$ cat config.mk
export PLATFORM = sky130hd
export DESIGN_NAME = ram_burst_ctrl
export DESIGN_NICKNAME = d
export VERILOG_FILES = /design/src/rtl/ram_burst_ctrl_pkg.sv /design/src/rtl/ram_burst_addr_gen.sv /design/src/rtl/ram_burst_ctrl.sv
export SDC_FILE = /design/constraint.sdc
export NUM_CORES = 1
export LEC_CHECK = 0
export BUFFER_PORTS_ARGS = -buffer_cell sky130_fd_sc_hd__buf_2
export CORE_UTILIZATION = 45
export DETAILED_ROUTE_END_ITERATION = 10
export GPL_ROUTABILITY_DRIVEN = 1
export HOLD_SLACK_MARGIN = 0.06
export PLACE_DENSITY = 0.9
export SLEW_MARGIN = 5
export SYNTH_ARGS = -nofsm -noshare
export SYNTH_HDL_FRONTEND = slang
export SYNTH_SLANG_ARGS = --single-unit
$ cat constraint.sdc
create_clock -name clk -period 2.8 [get_ports clk]
set_clock_uncertainty 0.1 [all_clocks]
set_input_delay 0 -clock clk [delete_from_list [all_inputs] [get_ports clk]]
set_output_delay 0 -clock clk [all_outputs]
set_load 0.01 [all_outputs]
$ cat src/rtl/ram_burst_ctrl_pkg.sv
// rtl/ram_burst_ctrl_pkg.sv - shared state encoding and default widths for ram_burst_ctrl
package ram_burst_ctrl_pkg;

  typedef enum logic [1:0] {
    ST_IDLE  = 2'd0,
    ST_WRITE = 2'd1,
    ST_READ  = 2'd2
  } state_e;

  localparam int DEF_RAM_ADDR_WIDTH = 8;
  localparam int DEF_RAM_DATA_WIDTH = 32;
  localparam int DEF_LEN_WIDTH      = 8;

endpackage

$ cat src/rtl/ram_burst_addr_gen.sv
// rtl/ram_burst_addr_gen.sv - burst address pointer and remaining-beat counter
module ram_burst_addr_gen
  import ram_burst_ctrl_pkg::*;
#(
  parameter int RAM_ADDR_WIDTH = DEF_RAM_ADDR_WIDTH,
  parameter int LEN_WIDTH      = DEF_LEN_WIDTH
) (
  input  logic                      clk,
  input  logic                      rst,
  input  logic                      load_i,
  input  logic [RAM_ADDR_WIDTH-1:0] addr_i,
  input  logic [LEN_WIDTH-1:0]      len_i,
  input  logic                      adv_i,
  output logic [RAM_ADDR_WIDTH-1:0] addr_o,
  output logic                      last_o
);

  logic [RAM_ADDR_WIDTH-1:0] ptr_q, ptr_d;
  logic [LEN_WIDTH-1:0]      cnt_q, cnt_d;

  // Pointer wraps modulo depth through natural overflow.
  always_comb begin
    ptr_d = ptr_q;
    cnt_d = cnt_q;
    if (load_i) begin
      ptr_d = addr_i;
      cnt_d = len_i;
    end else if (adv_i) begin
      ptr_d = ptr_q + 1'b1;
      cnt_d = cnt_q - 1'b1;
    end
  end

  always_ff @(posedge clk) begin
    if (rst) begin
      ptr_q <= '0;
      cnt_q <= '0;
    end else begin
      ptr_q <= ptr_d;
      cnt_q <= cnt_d;
    end
  end

  assign addr_o = ptr_q;
  assign last_o = (cnt_q == '0);

endmodule

$ cat src/rtl/ram_burst_ctrl.sv
// rtl/ram_burst_ctrl.sv - burst read/write controller for a single-port RAM
// Optional RAM_BURST_CTRL_NOWRAP_EN: reject bursts crossing the top of RAM via o_cmd_err.
module ram_burst_ctrl
  import ram_burst_ctrl_pkg::*;
#(
  parameter int RAM_ADDR_WIDTH = DEF_RAM_ADDR_WIDTH,
  parameter int RAM_DATA_WIDTH = DEF_RAM_DATA_WIDTH,
  parameter int LEN_WIDTH      = DEF_LEN_WIDTH
) (
  input  logic                      clk,
  input  logic                      rst,
  input  logic                      i_cmd_valid,
  output logic                      o_cmd_ready,
  input  logic                      i_cmd_wr,
  input  logic [RAM_ADDR_WIDTH-1:0] i_cmd_addr,
  input  logic [LEN_WIDTH-1:0]      i_cmd_len,
  input  logic                      i_wr_valid,
  output logic                      o_wr_ready,
  input  logic [RAM_DATA_WIDTH-1:0] i_wr_data,
  output logic                      o_rd_valid,
  input  logic                      i_rd_ready,
  output logic [RAM_DATA_WIDTH-1:0] o_rd_data,
  output logic                      o_ram_we,
  output logic [RAM_ADDR_WIDTH-1:0] o_ram_addr,
  output logic [RAM_DATA_WIDTH-1:0] o_ram_wr_data,
  input  logic [RAM_DATA_WIDTH-1:0] i_ram_rd_data,
  output logic                      o_busy
`ifdef RAM_BURST_CTRL_NOWRAP_EN
  , output logic                    o_cmd_err
`endif
);

  state_e                    state_q;
  logic                      rd_valid_q;
  logic [RAM_DATA_WIDTH-1:0] rd_data_q;
  logic                      cmd_hs;
  logic                      cmd_bad;
  logic                      wr_beat;
  logic                      rd_load;
  logic                      ag_last;
  logic [RAM_ADDR_WIDTH-1:0] ag_addr;

`ifdef RAM_BURST_CTRL_NOWRAP_EN
  localparam int SUM_W = ((RAM_ADDR_WIDTH > LEN_WIDTH) ? RAM_ADDR_WIDTH : LEN_WIDTH) + 2;
  localparam logic [SUM_W-1:0] DEPTH_W = SUM_W'(2 ** RAM_ADDR_WIDTH);
  logic [SUM_W-1:0] burst_end;
  logic             cmd_err_q;

  assign burst_end = SUM_W'(i_cmd_addr) + SUM_W'(i_cmd_len) + SUM_W'(1);
  assign cmd_bad   = (burst_end > DEPTH_W);
  assign o_cmd_err = cmd_err_q;
`else
  assign cmd_bad = 1'b0;
`endif

  assign cmd_hs  = i_cmd_valid & o_cmd_ready;
  assign wr_beat = (state_q == ST_WRITE) & i_wr_valid;
  assign rd_load = (state_q == ST_READ) & (~rd_valid_q | i_rd_ready);

  ram_burst_addr_gen #(
    .RAM_ADDR_WIDTH (RAM_ADDR_WIDTH),
    .LEN_WIDTH      (LEN_WIDTH)
  ) u_addr_gen (
    .clk    (clk),
    .rst    (rst),
    .load_i (cmd_hs & ~cmd_bad),
    .addr_i (i_cmd_addr),
    .len_i  (i_cmd_len),
    .adv_i  (wr_beat | rd_load),
    .addr_o (ag_addr),
    .last_o (ag_last)
  );

  always_ff @(posedge clk) begin
    if (rst) begin
      state_q    <= ST_IDLE;
      rd_valid_q <= 1'b0;
      rd_data_q  <= '0;
`ifdef RAM_BURST_CTRL_NOWRAP_EN
      cmd_err_q  <= 1'b0;
`endif
    end else begin
`ifdef RAM_BURST_CTRL_NOWRAP_EN
      cmd_err_q <= cmd_hs & cmd_bad;
`endif
      case (state_q)
        ST_IDLE:  if (cmd_hs && !cmd_bad) state_q <= i_cmd_wr ? ST_WRITE : ST_READ;
        ST_WRITE: if (wr_beat && ag_last) state_q <= ST_IDLE;
        ST_READ:  if (rd_load && ag_last) state_q <= ST_IDLE;
        default:  state_q <= ST_IDLE;
      endcase
      // A pending read beat may drain in IDLE while the next command is taken.
      if (rd_load) begin
        rd_valid_q <= 1'b1;
        rd_data_q  <= i_ram_rd_data;
      end else if (i_rd_ready) begin
        rd_valid_q <= 1'b0;
      end
    end
  end

  assign o_cmd_ready   = (state_q == ST_IDLE);
  assign o_busy        = (state_q != ST_IDLE);
  assign o_wr_ready    = (state_q == ST_WRITE);
  assign o_ram_we      = wr_beat & ~rst;
  assign o_ram_addr    = ag_addr;
  assign o_ram_wr_data = i_wr_data;
  assign o_rd_valid    = rd_valid_q;
  assign o_rd_data     = rd_data_q;

endmodule

### Yosys cells after proc, flatten, opt, wreduce, memory -nomap -nowiden

Cells that the tools add are included.

| cells by class | value |
|---|---|
| $add $sub $neg | 2 |
| equal/unequal tests | 5 |
| mux-type cells | 11 |
| bitwise operators | 8 |
| reductions and logical operators | 8 |

Operator list:

| cell | number |
|---|---|
| 8-bit 2-to-1 mux | 4 |
| 8-bit by 1-bit adder with 8-bit output (second input constant) | 1 |
| 8-bit logical NOT | 1 |
| 2-bit 2-to-1 mux | 4 |
| 8-bit by 1-bit subtractor with 8-bit output (second input constant) | 1 |
| 2-bit by 1-bit != test with 1-bit output (second input constant) | 3 |
| 2-bit case mux with 3 select lines | 1 |
| 2-bit nonzero test | 3 |
| 1-bit AND | 4 |
| 3-bit AND reduction | 1 |
| 2-bit by 1-bit equality test with 1-bit output (second input constant) | 1 |
| 2-bit equality test (second input constant) | 1 |
| 1-bit logical AND | 2 |
| 2-bit logical NOT | 1 |
| 1-bit 2-to-1 mux | 2 |
| 1-bit inverter | 2 |
| 1-bit bitwise OR | 2 |

| word-level totals | value |
|---|---|
| register bits | 51 |
| input port bits | 86 |
| output and inout port bits | 77 |
| logic and storage cells | 39 |

### Logic depth before layout (Yosys ltp)

Gate-level depths: netlist (run 1).

| logic depth | value |
|---|---|
| depth in word-level cells | 6 |
| mapped depth | 7 |
| depth with buffers taken out | 5 |

### Modules after synthesis

Synthesis (run 1) repeated with hierarchy kept, for this count alone.

| second synthesis, totals | value |
|---|---|
| cells, all modules | 308 |
| area total of the unflattened synthesis | 2691.3 um2 |

Modules (own cells, without submodules):

| module | times used | cells each | area each (um2) | sequential area each (um2) |
|---|---|---|---|---|
| ram_burst_ctrl | 1 | 199 | 1745.4 | 700.7 |
| ram_burst_addr_gen | 1 | 109 | 945.9 | 320.3 |

### Least setup slack after synthesis (run 1)

Ideal clock, no wire load.

| timing path | value |
|---|---|
| path type | register -> register |
| start | reg u_addr_gen.ptr_q[0], in the netlist u_addr_gen.addr_o[0] |
| end | reg u_addr_gen.ptr_q[6], in the netlist u_addr_gen.addr_o[6] |
| arrival time | 1.413 ns |
| data required time | 2.588 ns |
| setup slack | 1.175 ns |
| stages on the path, launching flop included | 6 |
| path buffers | 0 |
| path through | dfxtp_1 ha_1 and4_1 a21o_1 o21ai_0 a2111oi_1 |

| on the way | value |
|---|---|
| cells in the longest elaborated chain, start to end | 3 |

Ends and longest elaborated chain:

| item | RTL line | RTL |
|---|---|---|
| start, declared | ram_burst_addr_gen.sv:18 | `logic [RAM_ADDR_WIDTH-1:0] ptr_q, ptr_d;` |
| start signal, assigned | ram_burst_addr_gen.sv:39 | `ptr_q <= ptr_d;` |
| 8-bit by 1-bit adder with 8-bit output | ram_burst_addr_gen.sv:29 | `ptr_d = ptr_q + 1'b1;` |
| 8-bit 2-to-1 mux | ram_burst_addr_gen.sv:28 | `end else if (adv_i) begin` |
| 8-bit 2-to-1 mux | ram_burst_addr_gen.sv:25 | `if (load_i) begin` |

No other way between the ends. The select of a mux whose other input is x is not followed.
A chain may end at the register's enable or synchronous reset.

### Worst setup path in the final report (run 1)

| timing path | value |
|---|---|
| start | reg u_addr_gen.cnt_q[2] |
| end | reg state_q[0] |

| on the way | value |
|---|---|
| cells in the longest elaborated chain, start to end | 4 |
| elaborated cells on any way between the ends | 6 |

Ends and longest elaborated chain:

| item | RTL line | RTL |
|---|---|---|
| start, declared | ram_burst_addr_gen.sv:19 | `logic [LEN_WIDTH-1:0] cnt_q, cnt_d;` |
| start signal, assigned | ram_burst_addr_gen.sv:40 | `cnt_q <= cnt_d;` |
| 8-bit logical NOT (*) | ram_burst_addr_gen.sv:45 | `assign last_o = (cnt_q == '0);` |
| 1-bit logical AND (on tied branches) | ram_burst_ctrl.sv:89, ram_burst_ctrl.sv:88 |  |
| 2-bit by 1-bit != test with 1-bit output (no line) | -- |  |
| 3-bit AND reduction (no line) (*) | -- |  |
| end signal, assigned | ram_burst_ctrl.sv:87 | `ST_IDLE: if (cmd_hs && !cmd_bad) state_q <= i_cmd_wr ? ST_WRITE : ST_READ;` |
| end, declared | ram_burst_ctrl.sv:33 | `state_e state_q;` |

Every way passes the cells marked *; elsewhere a longest branch is shown, timed or not.

==> flow_summary.json, run 1 <==
{
  "rows": 26,
  "max_freq_mhz": 420,
  "placement.io_buffers": 98,
  "preCtsSetupSlack_ns": 0.688,
  "cts_htree_levels": 2,
  "p_per_area_nw_per_um2": 507,
  "cts_tree": "built",
  "clock_latency_ns": 0.30,
  "leakage_nw": 1.61,
  "drt-initial-drc-count": 184,
  "clk_pin_slew_ns": 0.10,
  "drive_above_1_share_pct": 25.3,
  "drv_slew": 0,
  "critical_path_required_ns": 2.87,
  "grt.busiest_layer": "met2",
  "die_h_um": 76.6,
  "period_share_pct": 85.1,
  "synth_top_area_share_pct": 40.8,
  "post_synth_num_cell_types": 48,
  "status": "complete, no violations",
  "setup_slack_ns": 0.418,
  "wl_um": 7410,
  "slew_headroom_pct": 33.5,
  "endpoint_kind": "register",
  "critPathKind": "register to register",
  "grtUsageMet1_pct": 27.5,
  "async_reset_ff_share_pct": 0,
  "setup_tns_ns": 0,
  "grt_pass1_wl_um": 11900,
  "grt_overflow": 0,
  "cts_buffer_depth": 2,
  "cts-root-buf": "clkbuf_8",
  "use_met3_pct": 5.03,
  "synth_edf_count": 0,
  "grt_use_total_pct": 25.4,
  "syn_avg_cell_area_um2": 7.87,
  "syn-num-nets": 407,
  "min_period_ns": 2.38,
  "use_met2_pct": 45.1,
  "crit_fanout": 6,
  "cts_made_buffers": 5,
  "yosysTopAreaCell": "dfxtp_1",
  "dp_hpwl_um": 3950,
  "core_um2": 5240,
  "drtAntennaViolNets": 0,
  "synth_cells": 318,
  "synth_area_leaders": "dfxtp_1, nand2_1, buf_4",
  "grt_max_degree": 56,
  "start_util_pct": 47.8,
  "drt_pass1_iterations": 4,
  "diodes": 0,
  "ys_seq_area_share_pct": 40.8,
  "nets": 547,
  "numClockSinks": 51,
  "drcViolationCount": 0,
  "final_util_pct": 71.5,
  "post_cts_buffers": 0,
  "hold_class": "input port to register",
  "worstMarginPinSlew_ns": 0.997,
  "dieArea_um2": 5860,
  "die_w_um": 76.6,
  "synth_most_common_cell": "nand2_1",
  "finalSetupViolCount": 0,
  "ys_warn_count": 0,
  "ys_seq_elements": 51,
  "rsz0062_at_grt": "no",
  "finalHoldViolations": 0,
  "area_growth_pct": 49.7,
  "antenna_found_initial": 0,
  "irDropWorstVdd_v": 0.000367,
  "avgRoutedWirePerCell_um": 14.0,
  "synthTopCellsByCount": "nand2_1, dfxtp_1, a21oi_1",
  "dr_total_vias": 2824,
  "stdcell_area_um2": 3740,
  "via_per_inst": 5.34,
  "grt_pass1_vias": 2629,
  "netlist_area_um2": 2500,
  "critPathLaunchType": "register",
  "cp.arrival_ns": 2.45,
  "routabilityCongestion": 0.808,
  "ys.flop_type": "dfxtp_1",
  "io-pin-count": 163,
  "placedInstanceArea_um2": 2790,
  "drv_cap": 0
}
==> sequential cells by signal, indices dropped and copies added (netlist names) <==
register	cells
u_addr_gen.addr_o	8
o_rd_valid	1
state_q	2
u_addr_gen.cnt_q	8
o_rd_data	32
==> area by class of cell <==
cell class	count	area [um^2]
clock buffer	5	68.8
clock inverter	3	46.3
fill	380	1490
inverter	6	22.5
multi-input combinational	209	1130
sequential	51	1020
tap	70	87.6
timing repair buffer	185	1370
==> worst paths after layout <==
path	slack, ns	cells past startpoint	from	end
worst min-delay path	0.15	5	i_cmd_valid	u_addr_gen.addr_o[5]$_SDFFE_PP0P_
worst max register to register	0.42	5	u_addr_gen.cnt_q[2]$_SDFFE_PP0P_	state_q[0]$_SDFFE_PP0P_
worst min register to register	0.36	2	o_rd_data[4]$_SDFFE_PP0P_	o_rd_data[4]$_SDFFE_PP0P_
worst max-delay path	0.42	5	u_addr_gen.cnt_q[2]$_SDFFE_PP0P_	state_q[0]$_SDFFE_PP0P_
==> cells in the final DEF (no fill, tap or decap), types with 2 or more instances in the layout <==
cell,synthesis,routed
a211o_1,2,2
a211oi_1,5,5
a21o_1,2,2
a21oi_1,43,43
a22oi_1,3,3
a311oi_1,3,3
and4_1,2,2
buf_2,5,98
buf_4,34,2
clkbuf_8,0,5
dfxtp_1,51,51
dlygate4sd3_1,0,84
ha_1,3,3
inv_1,6,6
nand2_1,73,73
nand2b_1,6,6
nand3_1,6,6
nand4_1,3,3
nor2_1,16,15
nor3_1,7,7
nor4_1,3,3
o21ai_0,4,4
o31ai_1,3,3
==> report_power, final <==
part           total, mW  switching (mW)  internal, mW  leakage, nW
Clock              0.528           0.259         0.270       0.0548
Combinational      0.523           0.273         0.250         1.14
Sequential         0.847          0.0600         0.787        0.416
Total               1.90           0.592          1.31         1.61
==> layer usage <==
metal / routed length, um / part of all wire, %
met4: 323 / 4.4
met2: 3710 / 50
met1: 2910 / 39
met5: 0 / 0
met3: 460 / 6.2
==> worst max-delay path, cell delays in order, from the launching register on <==
cell           delay (ns)
dfxtp_1              0.34
nor4_1               0.77
a41oi_1              0.25
a21oi_1              0.18
dlygate4sd3_1        0.57
nor2_1               0.04
==> metrics by stage <==
| step | power (mW) | hold slack (ns) | cells |
|---|---|---|---|
| 6_report | 1.90 | 0.149 | 529 |
| 5_1_grt | 1.99 | 0.232 | 529 |
| 4_1_cts | 1.89 | 0.146 | 529 |
| 3_5_place_dp | 1.26 | -0.0999 | 437 |
| 3_3_place_gp | 1.24 | -0.0999 | 437 |
| 2_1_floorplan | 1.17 | -0.00823 | 318 |
==> repair_timing <==
action / in CTS / in global routing
endpoints found under the hold margin: 83 / 0
gates resized for setup: 0 / 0
hold buffers: 84 / 0
==> cell families after synthesis <==
| kind of cell | after synthesis | share of synthesized area, % |
|---|---|---|
| compound gates | 78 | 19.9 |
| flops | 51 | 40.8 |
| mux | 1 | 0.550 |
| buf+inv | 58 | 14.1 |
| simple gates | 127 | 23.2 |
| fa+ha+maj | 3 | 1.50 |
Power figures use the tool's default switching activity.
==> inputs of run 2 (changes only) <==
Settings changed: ABC_AREA from default to 1, CORE_UTILIZATION 45 to 46.
==> run 2 against run 1 <==
  * Setup slack better by 0.49 ns
  * Fmax up 26%
  * Routed wire length up 5.1%
  * Sequential share of layout area down 0.15 points
  * Synthesized cell count up 16%
  * Combinational power up 12%
  * Area after synthesis up 3.9%
  * Non-clock buffer count down 3
  * Global-route usage down 0.46 points
  * Largest cell class unchanged
  * Count of clock-buffer cells in the layout unchanged
  * Sequential power up 2%
==> flow_summary.json, run 2 <==
{
  "status": "complete, no violations",
  "ys.flop_type": "dfxtp_1",
  "diodes": 0,
  "placement.io_buffers": 98,
  "netlist_area_um2": 2600,
  "via_per_inst": 5.00,
  "nets": 600,
  "cts_made_buffers": 5,
  "yosysTopAreaCell": "dfxtp_1",
  "pwr-share-clk_pct": 23.5,
  "post_cts_buffers": 0,
  "synth_most_common_cell": "nor2_1",
  "drv_slew": 0,
  "ys_warn_count": 0,
  "grt_overflow": 0,
  "cts_htree_levels": 2,
  "cts_tree": "built",
  "rsz0062_at_grt": "no",
  "ys_seq_elements": 51,
  "p_seq_share_pct": 45.6,
  "synth_top_area_share_pct": 39.3,
  "period_share_pct": 67.6,
  "dieArea_um2": 5950,
  "start_util_pct": 49.3,
  "mostFrequentLayoutCell": "buf_2",
  "clock_latency_ns": 0.31,
  "endpoint_kind": "register",
  "ys_seq_area_share_pct": 39.3,
  "async_reset_ff_share_pct": 0,
  "largest_reg_flops": 32,
  "power_mw": 1.89,
  "area_growth_pct": 44.9,
  "io-pin-count": 163,
  "drcViolationCount": 0,
  "synthTopCellsByCount": "nor2_1, nand2_1, dfxtp_1",
  "critical_path_required_ns": 2.95,
  "die_w_um": 77.1,
  "clk_pin_slew_ns": 0.11,
  "synth_area_leaders": "dfxtp_1, nor2_1, buf_4",
  "rows": 26,
  "p_sw_share_pct": 34.1,
  "critPathLaunchType": "register",
  "final_cell_mix": "buf_2, nor2_1, dlygate4sd3_1",
  "cts-root-buf": "clkbuf_8",
  "dr_total_vias": 2909,
  "power.switching_mw": 0.646,
  "avgRoutedWirePerCell_um": 13.4,
  "min_period_ns": 1.89,
  "reg2reg_slack_ns": 0.91,
  "p_int_mw": 1.25,
  "fillers": 411,
  "hold_class": "input port to register",
  "syn-num-nets": 459,
  "finalSetupViolCount": 0,
  "worstMarginPinSlew_ns": 1.01,
  "die_h_um": 77.1,
  "max_freq_mhz": 528,
  "critPathKind": "register to register",
  "pwr-share-comb_pct": 31.0,
  "core_um2": 5270,
  "crit_fanout": 22,
  "dp_hpwl_um": 4240,
  "drive_above_1_share_pct": 23.4,
  "cts_buffer_depth": 2,
  "wl_um": 7790,
  "synth_cells": 370,
  "syn_avg_cell_area_um2": 7.02,
  "irDropWorstVdd_v": 0.000299,
  "drt-initial-drc-count": 154,
  "p_per_area_nw_per_um2": 503,
  "numClockSinks": 51,
  "drv_cap": 0,
  "antenna_found_initial": 0,
  "grt_max_degree": 42,
  "slew_headroom_pct": 32.3,
  "setup_tns_ns": 0,
  "synth_edf_count": 0,
  "grt_pass1_wl_um": 11900,
  "routabilityCongestion": 0.845,
  "drt_pass1_iterations": 5,
  "leakage_nw": 1.78,
  "drtAntennaViolNets": 0,
  "cp.arrival_ns": 2.04,
  "post_synth_num_cell_types": 26,
  "finalHoldViolations": 0,
  "grt_pass1_vias": 2554,
  "grt_use_total_pct": 24.9
}
## run 2: cell types whose count changed after synthesis, moves of 6 or more
cell      before  now
nand2_1       73   55
o21ai_0        4   47
nor2_1        16   94
nand3_1        6   18
a21oi_1       43   10
inv_1          6   19
nand2b_1       6    0
## run 2: through the flow
| step | area [um^2] | worst slack [ns] | util (%) | hold WS (ns) | std cells |
|---|---|---|---|---|---|
| 5_1_grt | 3760 | 0.728 | 71.4 | 0.158 | 582 |
| 6_report | 3760 | 0.907 | 71.4 | 0.135 | 582 |
| 2_1_floorplan | 2600 | 1.46 | - | -0.0309 | 370 |
| 3_3_place_gp | 2830 | 1.15 | 53.7 | -0.0999 | 490 |
| 3_5_place_dp | 2830 | 1.09 | 53.7 | -0.0999 | 490 |
| 4_1_cts | 3760 | 0.900 | 71.4 | 0.138 | 582 |
## run 2: cells by family after synthesis
family	Yosys count	synth area share [%]
AOI/OAI and AO/OA	60	12.0
xor gates and xnor gates	1	0.337
adders and majority gates	3	1.45
buffers and inverters	71	16.6
DFF	51	39.3
and+or+nand+nor	184	30.3
## run 2: layout make-up
type	count	area, um^2	share of cell area (%)
Clock buffer	5	68.8	1.83
Clock inverter	3	23.8	0.632
Inverter	23	86.3	2.29
Multi-Input combinational cell	248	1140	30.4
Sequential cell	51	1020	27.1
Tap cell	70	87.6	2.33
Timing Repair Buffer	182	1330	35.4
## run 2: critical path: stages, from the launching register on
cell and delay (ns):
dfxtp_1 0.36, nor2_4 0.16, nand2_4 0.16, inv_2 0.27
nand2_1 0.09, a21oi_1 0.15, dlygate4sd3_1 0.55
## run 2: power by group through the flow
stage | combinational (mW) | clock (mW) | sequential [mW]
floorplan | 0.357 | 0 | 0.893
global placement | 0.451 | 0 | 0.871
detailed placement | 0.464 | 0 | 0.873
CTS | 0.572 | 0.451 | 0.857
global route | 0.649 | 0.475 | 0.869
finish | 0.586 | 0.444 | 0.862
## run 2: layer usage
layer,share of wire [%],vias up,GRT usage [%]
met5,0,-,0
met2,51,159,45.7
met1,39,1298,27.4
met4,3.4,0,10.9
li1,-,1422,-
met3,7.0,30,4.88
## run 2: final timing paths
check	from	to	depth (start not counted)
setup / recovery	state_q[1]$_SDFFE_PP0P_	state_q[0]$_SDFFE_PP0P_	6
hold / removal	i_cmd_valid	u_addr_gen.addr_o[4]$_SDFFE_PP0P_	4
setup reg to reg	state_q[1]$_SDFFE_PP0P_	state_q[0]$_SDFFE_PP0P_	6
hold reg to reg	o_rd_data[9]$_SDFFE_PP0P_	o_rd_data[9]$_SDFFE_PP0P_	2
## run 2: timing repair
| item | 4_1_cts | 5_1_grt |
|---|---|---|
| resized for setup | 0 | 0 |
| hold buffers | 84 | 0 |
| endpoints found under the hold margin | 83 | 0 |
==> inputs of run 3 (changes only) <==
Settings changed: ABC_AREA 1 to 0, CORE_UTILIZATION 46 to 38, PLACE_DENSITY 0.9 to 0.81.
Clock period 2.8 ns to 1.7 ns, I/O delays scaled along.
==> run 3 against run 2 <==
  * Critical path depth down 2
  * Power up 78%
  * Global-route usage down 3.0 points
  * Sequential cell count unchanged
  * Setup slack worse by 0.89 ns
  * Final cell count down 5.5%
  * Fmax up 13%
  * Clock power up 120%
  * Critical endpoint is now u_addr_gen.addr_o[3]$_SDFFE_PP0P_
  * Largest power group unchanged
==> flow_summary.json, run 3 (synthesis results as in run 1) <==
{
  "critPathLaunchType": "register",
  "irDropWorstVdd_v": 0.000521,
  "nets": 561,
  "final_cell_mix": "buf_2, dlygate4sd3_1, nand2_1",
  "cts_made_buffers": 5,
  "drcViolationCount": 0,
  "period_share_pct": 98.9,
  "grt_pass1_wl_um": 12400,
  "area_growth_pct": 58.6,
  "p_per_area_nw_per_um2": 851,
  "drv_cap": 0,
  "setup_slack_ns": 0.0181,
  "avgRoutedWirePerCell_um": 14.0,
  "endpoint_kind": "register",
  "via_per_inst": 5.20,
  "drv_slew": 0,
  "dp_hpwl_um": 4400,
  "min_period_ns": 1.68,
  "grt_use_total_pct": 21.9,
  "critPathKind": "register to register",
  "dp.cells": 459,
  "grt_overflow": 0,
  "numClockSinks": 51,
  "drtAntennaViolNets": 0,
  "slowest_stage": "or4_4",
  "largest_reg_flops": 32,
  "drive_above_1_share_pct": 29.4,
  "cp_cell_sequence": "mux2i_4 > a2bb2oi_4 > or4_4 > a311oi_2",
  "critical_path_required_ns": 1.83,
  "slowest_delay_ns": 0.49,
  "grt_max_degree": 33,
  "cts_htree_levels": 2,
  "dieArea_um2": 6910,
  "power_mw": 3.38,
  "clock_latency_ns": 0.30,
  "start_util_pct": 39.4,
  "antenna_found_initial": 0,
  "wl_um": 7690,
  "grt_pass1_vias": 2777,
  "status": "complete, no violations",
  "cts_tree": "built",
  "routabilityCongestion": 0.799,
  "clk_pin_slew_ns": 0.10,
  "max_freq_mhz": 595,
  "preCtsSetupSlack_ns": -0.0644,
  "die_h_um": 83.1,
  "cp.arrival_ns": 1.81,
  "worstMarginPinSlew_ns": 0.629,
  "setup_tns_ns": 0,
  "crit_fanout": 6,
  "drt_pass1_iterations": 4,
  "core_um2": 6350,
  "cts-root-buf": "clkbuf_8",
  "finalHoldViolations": 0,
  "mostFrequentLayoutCell": "buf_2",
  "die_w_um": 83.1,
  "rsz0062_at_grt": "yes",
  "hold_class": "input port to register",
  "stdcell_count": 550,
  "slew_headroom_pct": 58.0,
  "io-pin-count": 163,
  "diodes": 0,
  "placement.io_buffers": 98,
  "dr_total_vias": 2858,
  "cts_buffer_depth": 2,
  "drt-initial-drc-count": 146,
  "leakage_nw": 1.71,
  "finalSetupViolCount": 0,
  "rows": 29
}
run 3: metal layers:
layer	GRT usage [%]	up-vias	share of wire [%]
li1	-	1370	-
met2	41.3	152	52
met5	0	-	0
met3	4.17	13	6.4
met4	8.62	0	1.6
met1	23.8	1323	40
run 3: critical path: cells and delay by family (launching register included):
family / cells / cell delay (ns)
multiplexers: 1 / 0.22
AO/OA/AOI/OAI: 2 / 0.43
AND/OR/NAND/NOR: 1 / 0.49
flip-flops: 1 / 0.38
run 3: worst paths after layout:
| check | startpoint | to | slack, ns | depth (start not counted) |
|---|---|---|---|---|
| setup / recovery | state_q[0]$_SDFFE_PP0P_ | u_addr_gen.addr_o[3]$_SDFFE_PP0P_ | 0.02 | 4 |
| hold / removal | i_wr_valid | state_q[1]$_SDFFE_PP0P_ | 0.08 | 3 |
| setup reg to reg | state_q[0]$_SDFFE_PP0P_ | u_addr_gen.addr_o[3]$_SDFFE_PP0P_ | 0.02 | 4 |
| hold reg to reg | o_rd_data[25]$_SDFFE_PP0P_ | o_rd_data[25]$_SDFFE_PP0P_ | 0.35 | 2 |
run 3: power breakdown:
part | total (mW) | switching, mW | internal (mW)
combinational | 0.989 | 0.492 | 0.496
sequential | 1.39 | 0.0940 | 1.30
clock | 0.997 | 0.411 | 0.587
total | 3.38 | 0.997 | 2.38
run 3: repair_timing:
item                                   4_1_cts  5_1_grt
pin swaps                                    0        1
buffers inserted                             0        1
setup endpoints to repair                    8        5
hold buffers                                82        0
endpoints found under the hold margin       83        0
gates resized for setup                      4       12
run 3: per-stage QoR:
step / utilization (%) / hold slack, ns / area [um^2]
after global routing: 62.5 / 0.127 / 3970
after CTS: 61.6 / 0.0754 / 3910
after detailed placement: 46.2 / -0.0999 / 2930
final: 62.5 / 0.0769 / 3970
after global placement: 46.2 / -0.0999 / 2930
after floorplan: - / -0.00823 / 2500
run 3: layout make-up:
class | count | area [um^2]
fillers | 517 | 2380
repair buffers | 199 | 1500
multi-input cells | 209 | 1180
flip-flops and latches | 51 | 1030
well taps | 77 | 96.3
clock buffers | 5 | 68.8
clock inverters | 3 | 67.6
inverters | 6 | 22.5
